`src/rtl/dpe_mux_arbiter.sv`:
```
// Packet-level weighted round-robin arbiter for the DPE input multiplexer.
// Holds a registered one-hot grant for a whole packet and reports packet beat length.
module dpe_mux_arbiter #(
  parameter int N_REQ    = 5,
  parameter int WEIGHT_W = 4,
  parameter int LEN_W    = 16
) (
  input  logic                        clk,
  input  logic                        rst,
  input  logic                        pause,
  input  logic [N_REQ-1:0]            req,
  input  logic [N_REQ*WEIGHT_W-1:0]   weight,
  input  logic                        beat_hs,
  input  logic                        beat_last,
  output logic [N_REQ-1:0]            grant,
  output logic                        grant_valid,
  output logic [$clog2(N_REQ)-1:0]    grant_idx,
  output logic                        is_idle,
  output logic                        pkt_done,
  output logic [LEN_W-1:0]            pkt_len
);

  localparam int IDX_W = $clog2(N_REQ);

  typedef enum logic {IDLE, BUSY} state_t;

  state_t              state;
  logic [IDX_W-1:0]    prev;
  logic [WEIGHT_W-1:0] credit [N_REQ];
  logic [WEIGHT_W-1:0] w_arr  [N_REQ];
  logic [LEN_W-1:0]    cnt;

  logic [IDX_W-1:0]    win;
  logic [IDX_W-1:0]    cand;
  logic                found;
  logic                repeat_win;
  logic [WEIGHT_W-1:0] win_w;
  logic [WEIGHT_W-1:0] load_val;

  always_comb begin
    for (int unsigned i = 0; i < N_REQ; i++) begin
      w_arr[i] = weight[i*WEIGHT_W +: WEIGHT_W];
    end
  end

  // The previous owner keeps the bus while it has credit; otherwise scan
  // cyclically from prev+1, with prev itself reached last (k == N_REQ).
  always_comb begin
    win        = prev;
    cand       = prev;
    found      = 1'b0;
    repeat_win = 1'b0;
    if (req[prev] && credit[prev] != '0) begin
      found      = 1'b1;
      repeat_win = 1'b1;
    end else begin
      for (int unsigned k = 1; k <= N_REQ; k++) begin
        cand = IDX_W'((32'(prev) + k) % N_REQ);
        if (!found && req[cand]) begin
          found = 1'b1;
          win   = cand;
        end
      end
    end
    win_w    = w_arr[win];
    load_val = (win_w == '0) ? '0 : win_w - 1'b1;
  end

  always_ff @(posedge clk) begin
    if (!rst) begin
      state       <= IDLE;
      grant       <= '0;
      grant_valid <= 1'b0;
      grant_idx   <= '0;
      is_idle     <= 1'b1;
      pkt_done    <= 1'b0;
      pkt_len     <= '0;
      cnt         <= '0;
      prev        <= IDX_W'(N_REQ - 1);
      for (int unsigned i = 0; i < N_REQ; i++) begin
        credit[i] <= '0;
      end
    end else begin
      pkt_done <= 1'b0;
      case (state)
        IDLE: begin
          if (!pause && found) begin
            state       <= BUSY;
            grant       <= N_REQ'(1) << win;
            grant_valid <= 1'b1;
            grant_idx   <= win;
            is_idle     <= 1'b0;
            cnt         <= '0;
            prev        <= win;
            credit[win] <= repeat_win ? credit[win] - 1'b1 : load_val;
          end
        end
        BUSY: begin
          if (beat_hs) begin
            if (cnt != '1) cnt <= cnt + 1'b1;
            if (beat_last) begin
              pkt_len     <= (cnt == '1) ? cnt : cnt + 1'b1;
              pkt_done    <= 1'b1;
              state       <= IDLE;
              grant       <= '0;
              grant_valid <= 1'b0;
              grant_idx   <= '0;
              is_idle     <= 1'b1;
            end
          end
        end
        default: state <= IDLE;
      endcase
    end
  end

endmodule
```
`config.mk`:
```
export PLATFORM = sky130hd
export DESIGN_NAME = dpe_mux_arbiter
export DESIGN_NICKNAME = d
export VERILOG_FILES = /design/src/rtl/dpe_mux_arbiter.sv
export SDC_FILE = /design/constraint.sdc
export NUM_CORES = 1
export LEC_CHECK = 0
export ABC_AREA = 1
export BUFFER_PORTS_ARGS = -buffer_cell sky130_fd_sc_hd__buf_2
export CORE_MARGIN = 3
export CORE_UTILIZATION = 60
export DETAILED_ROUTE_END_ITERATION = 10
export PLACE_DENSITY = 0.81
export SYNTH_ARGS = -nofsm -noshare
export SYNTH_HDL_FRONTEND = slang
export SYNTH_SLANG_ARGS = --single-unit
export TNS_END_PERCENT = 1
```
`constraint.sdc`:
```
create_clock -name clk -period 5.42 [get_ports clk]
set_input_delay 0.542 -clock clk [delete_from_list [all_inputs] [get_ports clk]]
set_output_delay 0.542 -clock clk [all_outputs]
set_load 0.02 [all_outputs]
```
==> results.sh, run 1 <==
export IMPL_cp_max_fo=12
export IMPL_grt_max_degree=33
export IMPL_period_needed_ns=5.00
export IMPL_clkSinkCount=82
export IMPL_place_hpwl_mm=12.0
export IMPL_drive_gt1_share_pct=17.0
export IMPL_gp_congestion=0.949
export IMPL_min_path_type="reg -> reg"
export IMPL_syn_inst=847
export IMPL_fin_crit_sh_pct=92.3
export IMPL_clk_pin_slew_worst_paths_ns=0.08
export IMPL_ant_nets=0
export IMPL_cts_root_buf="clkbuf_8"
export IMPL_synth_edf_count=32
export IMPL_cts_tree="built"
export IMPL_yosysTopAreaCell="nand2_1"
export IMPL_wl_per_cell_um=14.8
export IMPL_required_ns=5.62
export IMPL_hold_viol_final=0
export IMPL_first_pass_iters=5
export IMPL_synthFlopType="dfxtp_1"
export IMPL_synthArstFlopShare_pct=0
export IMPL_slew_viol_final=0
export IMPL_grt_pass1_vias=5553
export IMPL_die_w_um=105
export IMPL_syn_area_um2=5830
export IMPL_viasPerCell=5.58
export IMPL_timing_fmax_ghz=0.200
export IMPL_crit_top_cell="nand2_2"
export IMPL_worst_endpoint_arrival_ns=5.20
export IMPL_chipHeight_um=105
export IMPL_fin_cells=1048
export IMPL_cp_end_kind="flip-flop"
export IMPL_tns_ns=0
export IMPL_rsz0062_at_grt="no"
export IMPL_io_buffer_count=56
export IMPL_skew_ns=0.0107
export IMPL_core_area_um2=9330
export IMPL_ys_warn_count=0
export IMPL_overflow=0
export IMPL_dp_cells=1028
export IMPL_diodes=0
export IMPL_num_vias=5846
export IMPL_wl_mm=15.5
export IMPL_row_count=35
export IMPL_htree_levels=3
export IMPL_synth_avg_cell_area_um2=6.88
export IMPL_setup_violations=0
export IMPL_synth_top_cell_area_share_pct=18.4
export IMPL_slew_headroom_pct=40.7
export IMPL_clkLatencyLatePin_ns=0.36
export IMPL_met3_usage_pct=4.51
export IMPL_top_usage_layer="met2"
export IMPL_hold_ws_ns=0.452
export IMPL_status="finished, final reports clean"
export IMPL_grt_pass1_wl_mm=25.9
export IMPL_worst_slew_pin_slew_ns=0.887
export IMPL_use_met2_pct=47.4
export IMPL_io_pin_count=57
export IMPL_start_kind="flip-flop"
export IMPL_first_iter_violations=388
export IMPL_syn_to_final_growth_pct=12.0
export IMPL_grtUsageMet1_pct=38.2
export IMPL_initial_core_util_pct=62.5
export IMPL_cts_inserted_buffers=9
export IMPL_crit_slowest_cell="dfxtp_2"
export IMPL_postCtsHoldBufs=0
export IMPL_ys_seq_elements=82
export IMPL_seq_area_frac_synth_pct=33.7
export IMPL_crit_type="reg -> reg"
export IMPL_synth_cell_types=46
export IMPL_slowest_delay_ns=0.53
export IMPL_nets=970
export IMPL_die_area_um2=10900
export IMPL_clock_path_buffers=2
export IMPL_grt_usage_pct=28.5
export IMPL_drv_cap=0
export IMPL_drc=0
export IMPL_antenna_found_initial=0
export IMPL_ys_top_cells_by_area="nand2_1 18%, dfxtp_1 17%, edfxtp_1 16%, nand3_1 8.2%, ha_1 5.6%"
path summary, 6_finish.rpt:
| kind | startpoint | end | slack [ns] | cells past startpoint |
|---|---|---|---|---|
| setup / recovery | prev[2] | credit[1][2] | 0.42 | 30 |
| hold / removal | pkt_len[15] | pkt_len[15] | 0.45 | 2 |
| setup reg to reg | prev[2] | credit[1][2] | 0.42 | 30 |
| hold reg to reg | pkt_len[15] | pkt_len[15] | 0.45 | 2 |
cells in the mapped netlist, types with 4 or more instances:
master      n
dfxtp_1    50
nand3_2    12
inv_2       6
nor3_1     10
nand2_2    26
clkbuf_1   12
o21ai_1    14
nand3b_1    8
nand3_1    95
buf_4       6
o21ai_2     4
edfxtp_1   32
xor2_1     15
nand4_1     8
o21ai_0    27
inv_1      75
nand2_1   285
nor2_1     42
a21oi_1    39
a211oi_1   10
nand2_4     5
ha_1       26
placed cells by master, fill, tap and decap left out, drive strengths merged, types with 9 or more instances in the layout:
cell / n
ha: 26
a211oi: 10
inv: 85
xor2: 15
edfxtp: 32
nor3: 10
nor2: 45
nand3: 108
o21ai: 45
a21oi: 42
clkbuf: 9
dfxtp: 50
buf: 69
conb: 12
nand2: 316
cell type report:
cell class,count,area (µm²)
fillers,838,2800
well taps,129,161
clock inverters,7,48.8
clock buffers,9,124
repair buffers,69,390
inverters,86,332
multi-input cells,666,3510
flip-flops and latches,82,1970
logic make-up (layout without fill, tap and decap cells):
logic type      count (synthesis)  in the layout  share of synthesized area (%)
other cells                     1             12                         0.0643
buf+inv                       110            171                           7.88
fa+ha+maj                      26             26                           5.58
xor+xnor                       18             18                           2.70
flops                          82             82                           33.7
simple gates                  501            501                           39.3
compound gates                109            109                           10.8
per-stage QoR:
stage          worst slack (ns)  area, µm²  util [%]
2_1_floorplan             0.895       5870         -
3_3_place_gp              0.251       6250      67.0
3_5_place_dp             0.0855       6250      67.0
4_1_cts                  0.0616       6420      68.9
5_1_grt                  0.0207       6530      70.0
6_report                  0.416       6530      70.0
state kept, by name (all words and copies together), names as in the netlist, named ones only:
name and cells:
pkt_done 1, grant_idx 3, pkt_len 16, grant_valid 1, is_idle 1, state 1, grant 5, credit 32
prev 3, cnt 16
routing by layer:
layer	up-vias	routed length, µm	part of all wire, %
li1	2908	-	-
met1	2714	6800	44
met2	197	7320	47
met3	27	1080	7.0
met4	0	269	1.7
met5	-	0	0
repair_timing:
| item | CTS | global route |
|---|---|---|
| buffers inserted | 0 | 4 |
| endpoints found under the setup margin | 0 | 58 |
| resized for setup | 0 | 16 |
worst max-delay path: cells and delay by family, from the launching register on:
kind	cells	cell delay, ns
and+or+nand+nor	16	1.91
DFF	1	0.53
buffers and inverters	5	0.39
adders and majority gates	3	0.72
AOI/OAI and AO/OA	4	0.95
xor gates and xnor gates	2	0.34
Power of run 1 is not shown: default switching activity piles up to over one toggle a cycle in this logic, so the estimate is an artifact.
==> run 2: changes to the inputs <==
- clock period: 5.42 -> 5.27 ns (I/O delays scaled with it)
==> run 2 against run 1 <==
Against the previous run: core utilization about the same; hold slack gained 0.0020 ns; cell area barely moved; non-clock buffer count down 1; fmax grew 1.3%; routed wire length decreased by 0.55%; setup slack worse by 0.085 ns; clock-buffer cell count unchanged; critical path depth grew 1; first-iteration DRC count grew 15%; flip-flop and latch count is the same; sequential share of layout area about the same.
==> results.sh, run 2 (synthesized netlist as in run 1, its figures left out) <==
export IMPL_timing_fmax_ghz=0.202
export IMPL_place_area_um2=6270
export IMPL_clkLatencyLatePin_ns=0.35
export IMPL_crit_top_cell="nand2_1"
export IMPL_cp_num_cells=31
export IMPL_num_vias=5854
export IMPL_skew_ns=0.00772
export IMPL_r2r_slack_ns=0.33
export IMPL_grt_pass1_vias=5338
export IMPL_die_area_um2=10900
export IMPL_io_pin_count=57
export IMPL_period_needed_ns=4.94
export IMPL_top_register="credit"
export IMPL_slowest_delay_ns=0.44
export IMPL_hold_ws_ns=0.454
export IMPL_setup_worst_path_start="prev[1]"
export IMPL_chipHeight_um=105
export IMPL_initial_core_util_pct=62.5
export IMPL_grt_usage_pct=28.0
export IMPL_reg2regPathDepth=31
export IMPL_overflow=0
export IMPL_drive_gt1_share_pct=16.8
export IMPL_htree_levels=3
export IMPL_rsz0062_at_grt="yes"
export IMPL_fin_crit_sh_pct=93.7
export IMPL_place_hpwl_mm=11.7
export IMPL_antenna_found_initial=0
export IMPL_dp_cells=1031
export IMPL_grt_max_degree=25
export IMPL_crit_type="reg -> reg"
export IMPL_largest_reg_flops=32
export IMPL_final_common_cell="nand2_1"
export IMPL_reg2reg_from="prev[1]"
export IMPL_first_iter_violations=447
export IMPL_final_cell_mix="283 x nand2_1, 94 x nand3_1, 75 x inv_1"
export IMPL_nFillCells=804
export IMPL_slew_viol_final=0
export IMPL_cts_inserted_buffers=9
export IMPL_clkSinkCount=82
export IMPL_status="finished, final reports clean"
export IMPL_r2r_end="credit[1][2]"
export IMPL_wl_mm=15.4
export IMPL_wl_per_cell_um=14.7
export IMPL_worst_slew_pin_slew_ns=0.928
export IMPL_drv_cap=0
export IMPL_clk_pin_slew_worst_paths_ns=0.09
export IMPL_nets=969
export IMPL_ant_nets=0
export IMPL_cts_root_buf="clkbuf_8"
export IMPL_diodes=0
export IMPL_required_ns=5.47
export IMPL_critPathTopFamily="simple AND/OR/NAND/NOR gates"
export IMPL_io_buffer_count=56
export IMPL_path_buf_inv=3
export IMPL_worst_endpoint_arrival_ns=5.14
export IMPL_cts_tree="built"
export IMPL_row_count=35
export IMPL_core_area_um2=9330
export IMPL_setup_violations=0
export IMPL_slew_headroom_pct=37.9
export IMPL_die_w_um=105
export IMPL_min_path_type="reg -> reg"
export IMPL_viasPerCell=5.59
export IMPL_syn_to_final_growth_pct=12.0
export IMPL_fin_cells=1047
export IMPL_cp_end_kind="flip-flop"
export IMPL_start_kind="flip-flop"
export IMPL_final_area_um2=6530
export IMPL_crit_slowest_cell="dfxtp_4"
export IMPL_hold_viol_final=0
export IMPL_cp_max_fo=15
export IMPL_top_regs="credit x32, cnt x16, pkt_len x16"
export IMPL_clock_path_buffers=2
export IMPL_grt_pass1_wl_mm=25.4
export IMPL_drc=0
export IMPL_postCtsHoldBufs=0
export IMPL_first_pass_iters=5
export IMPL_gp_congestion=0.971
export IMPL_critPathCapture="credit[1][2]"
==> run 2: final cells by class <==
type	instances	area (µm²)	share of cell area [%]
clock buffer	9	124	1.90
multi-input combinational	666	3490	53.4
tap	129	161	2.47
inverter	86	329	5.04
timing repair buffer	68	374	5.73
sequential	82	1970	30.1
clock inverter	7	85.1	1.30
==> run 2: worst reg2reg max path, delay by kind of cell (launching register included) <==
family,cells,cell delay [ns]
AOI/OAI and AO/OA,4,0.78
xor gates and xnor gates,2,0.34
adders and majority gates,3,0.73
buffers and inverters,3,0.30
DFF,1,0.44
and+or+nand+nor,19,2.21
==> run 2: per-stage QoR <==
step | utilization (%) | setup slack [ns] | setup TNS (ns)
after floorplan | - | 0.745 | 0
after global placement | 67.2 | 0.134 | 0
after detailed placement | 67.2 | 0.0267 | 0
after CTS | 69.5 | 0.00256 | 0
after global routing | 70.0 | -0.0670 | -0.219
final | 70.0 | 0.331 | 0
==> run 2: what timing repair did <==
action / 4_1_cts / 5_1_grt
buffers inserted: 0 / 0
resized for setup: 0 / 13
endpoints found under the setup margin: 0 / 58
==> run 2: how the worst min path moves through the flow <==
stage                           start          end  slack (ns)  depth (start not counted)
after CTS                  pkt_len[8]   pkt_len[8]        0.46                          2
after floorplan                cnt[5]       cnt[5]        0.47                          2
final                      pkt_len[8]   pkt_len[8]        0.45                          2
after global placement    pkt_len[11]  pkt_len[11]        0.43                          2
after detailed placement   pkt_len[8]   pkt_len[8]        0.44                          2
after global routing       pkt_len[3]   pkt_len[3]        0.48                          2
==> run 2: metal layers <==
layer / GRT usage [%] / vias up / wire length (µm)
li1: - / 2906 / -
met1: 39.2 / 2695 / 6960
met2: 46.0 / 226 / 7140
met3: 3.46 / 27 / 1070
met4: 6.93 / 0 / 214
met5: 0 / - / 0
Power of run 2 is left out for the same reason.
==> run 3: changes to the inputs <==
- ABC_AREA: 1 -> 0
- CORE_MARGIN: 3 -> 5
- CORE_UTILIZATION: 60 -> 61
==> run 3 against run 2 <==
Against the previous run: the run now ends with negative setup slack left; hold slack worse by 0.0026 ns; synthesized area is 12% higher; cell area is 26% higher; synthesized cell count is 9.6% lower; fmax is 11% lower; routed wire length is 33% higher; highest routed layer unchanged.
==> results.sh, run 3 <==
export IMPL_first_pass_iters=6
export IMPL_period_needed_ns=5.55
export IMPL_wl_per_cell_um=19.8
export IMPL_clk_pin_slew_worst_paths_ns=0.08
export IMPL_drive_gt1_share_pct=32.3
export IMPL_ant_nets=0
export IMPL_worst_slew_pin_slew_ns=1.02
export IMPL_nets=947
export IMPL_setup_violations=32
export IMPL_drc=0
export IMPL_ys_warn_count=0
export IMPL_hold_viol_final=0
export IMPL_hold_ws_ns=0.451
export IMPL_reg2reg_from="prev[0]"
export IMPL_status="finished, violations left"
export IMPL_synth_cell_types=95
export IMPL_place_area_um2=7310
export IMPL_r2r_slack_ns=-0.28
export IMPL_tns_ns=-6.38
export IMPL_slew_viol_final=0
export IMPL_syn_area_um2=6520
export IMPL_synth_top_cell_area_share_pct=15.3
export IMPL_overflow=0
export IMPL_antenna_found_initial=0
export IMPL_cp_max_fo=8
export IMPL_min_path_cells=2
export IMPL_yosysMostFrequentCell="nor2_1"
export IMPL_syn_inst=766
export IMPL_grt_usage_pct=28.8
export IMPL_dr_wl_met2_mm=9.44
export IMPL_synth_avg_cell_area_um2=8.52
export IMPL_chipHeight_um=113
export IMPL_crit_type="reg -> reg"
export IMPL_synthArstFlopShare_pct=0
export IMPL_largest_reg_flops=32
export IMPL_hold_start="grant_idx[2]"
export IMPL_io_pin_count=57
export IMPL_slew_headroom_pct=32.0
export IMPL_grt_pass1_wl_mm=30.7
export IMPL_drv_cap=0
export IMPL_violations="negative setup slack"
export IMPL_syn_to_final_growth_pct=26.6
export IMPL_top_register="credit"
export IMPL_synth_common_cells="75 x nor2_1, 60 x nand2_1, 50 x dfxtp_1"
export IMPL_cp_end_kind="flip-flop"
export IMPL_core_area_um2=10400
export IMPL_htree_levels=3
export IMPL_synthFlopType="dfxtp_1"
export IMPL_r2r_end="credit[4][2]"
export IMPL_viasPerCell=6.67
export IMPL_reg2regPathDepth=25
export IMPL_initial_core_util_pct=62.9
export IMPL_gp_congestion=0.946
export IMPL_fin_ws_ns=-0.276
export IMPL_place_hpwl_mm=13.4
export IMPL_num_vias=6881
export IMPL_cts_inserted_buffers=9
export IMPL_final_common_cell="buf_4"
export IMPL_io_buffer_count=56
export IMPL_rsz0062_at_grt="yes"
export IMPL_worst_endpoint_arrival_ns=5.66
export IMPL_critPathTopFamily="compound AO/OA/AOI/OAI gates"
export IMPL_wirelength_met1_mm=8.27
export IMPL_path_buf_inv=3
export IMPL_required_ns=5.38
export IMPL_seq_area_frac_synth_pct=30.1
export IMPL_ys_top_cells_by_area="dfxtp_1 15%, edfxtp_1 15%, ha_1 5.0%, nor2_1 4.3%, mux2i_1 4.0%"
export IMPL_top_regs="credit x32, cnt x16, pkt_len x16"
export IMPL_cts_tree="built"
export IMPL_crit_slowest_cell="dfxtp_4"
export IMPL_start_kind="flip-flop"
export IMPL_final_area_um2=8260
export IMPL_die_w_um=113
export IMPL_timing_fmax_ghz=0.180
export IMPL_die_area_um2=12900
export IMPL_final_cell_mix="87 x buf_4, 71 x nor2_1, 58 x nand2_1"
export IMPL_holdPathEnd="grant_idx[2]"
export IMPL_ys_seq_elements=82
export IMPL_clock_path_buffers=2
export IMPL_diodes=0
export IMPL_min_path_type="reg -> reg"
export IMPL_synth_edf_count=32
export IMPL_skew_ns=0.0101
export IMPL_top_layer_used="met4"
export IMPL_grt_max_degree=38
export IMPL_first_iter_violations=823
export IMPL_slowest_delay_ns=0.38
export IMPL_row_count=37
export IMPL_clkSinkCount=82
export IMPL_grt_pass1_vias=6268
export IMPL_yosysTopAreaCell="dfxtp_1"
export IMPL_wl_mm=20.4
export IMPL_fin_crit_sh_pct=105
export IMPL_clkLatencyLatePin_ns=0.35
export IMPL_wl_met3_mm=1.95
export IMPL_cts_root_buf="clkbuf_8"
[run 3: timing repair]
action	4_1_cts	5_1_grt
gates cloned	0	0
endpoints found under the setup margin	32	48
hold buffers	0	0
setup buffers	6	28
gates resized for setup	23	80
pin swaps	12	41
[run 3: worst max path at each step]
| stage | from | to | slack (ns) | cells past startpoint |
|---|---|---|---|---|
| CTS | prev[2] | credit[5][0] | 0.001 | 22 |
| detailed placement | prev[2] | credit[4][2] | -0.26 | 23 |
| global route | prev[0] | credit[4][2] | -0.44 | 25 |
| finish | prev[0] | credit[4][2] | -0.28 | 25 |
| floorplan | prev[0] | credit[4][2] | 0.004 | 24 |
| global placement | prev[2] | credit[5][3] | -0.1 | 20 |
[run 3: per-layer routing]
metal  global-route usage, %  vias to the layer above
met4                    9.70                        0
met5                       0                        -
met1                    39.0                     3232
met2                    46.8                      427
li1                        -                     3139
met3                    5.09                       83
[run 3: logic make-up after synthesis]
| kind of cell | Yosys count | share of synthesized area [%] |
|---|---|---|
| simple gates | 290 | 22.6 |
| mux | 35 | 6.33 |
| buf+inv | 78 | 5.29 |
| xor+xnor | 22 | 3.30 |
| compound gates | 232 | 27.4 |
| other cells | 1 | 0.0575 |
| flops | 82 | 30.1 |
| fa+ha+maj | 26 | 4.99 |
[run 3: stage by stage]
step                      instances  utilization (%)  worst slack [ns]
final                          1032             79.6            -0.276
after global routing           1032             79.6            -0.435
after CTS                      1004             73.6           0.00120
after detailed placement        982             70.5            -0.264
after global placement          982             70.5           -0.0986
after floorplan                 777                -           0.00424
[run 3: area by class of cell]
type	count	area (µm²)
inverter	31	125
clock buffer	12	135
clock inverter	4	28.8
multi-input combinational	617	4810
tap	136	170
timing repair buffer	150	1010
fill	659	2110
sequential	82	1970
[run 3: worst reg2reg max path: cells and delay by family (launching register included)]
family | cells | cell delay, ns
compound gates | 8 | 1.53
xor+xnor | 2 | 0.53
fa+ha+maj | 4 | 0.80
buf+inv | 3 | 0.41
flops | 1 | 0.38
mux | 4 | 0.87
simple gates | 4 | 0.80
Power of run 3 is left out for the same reason.
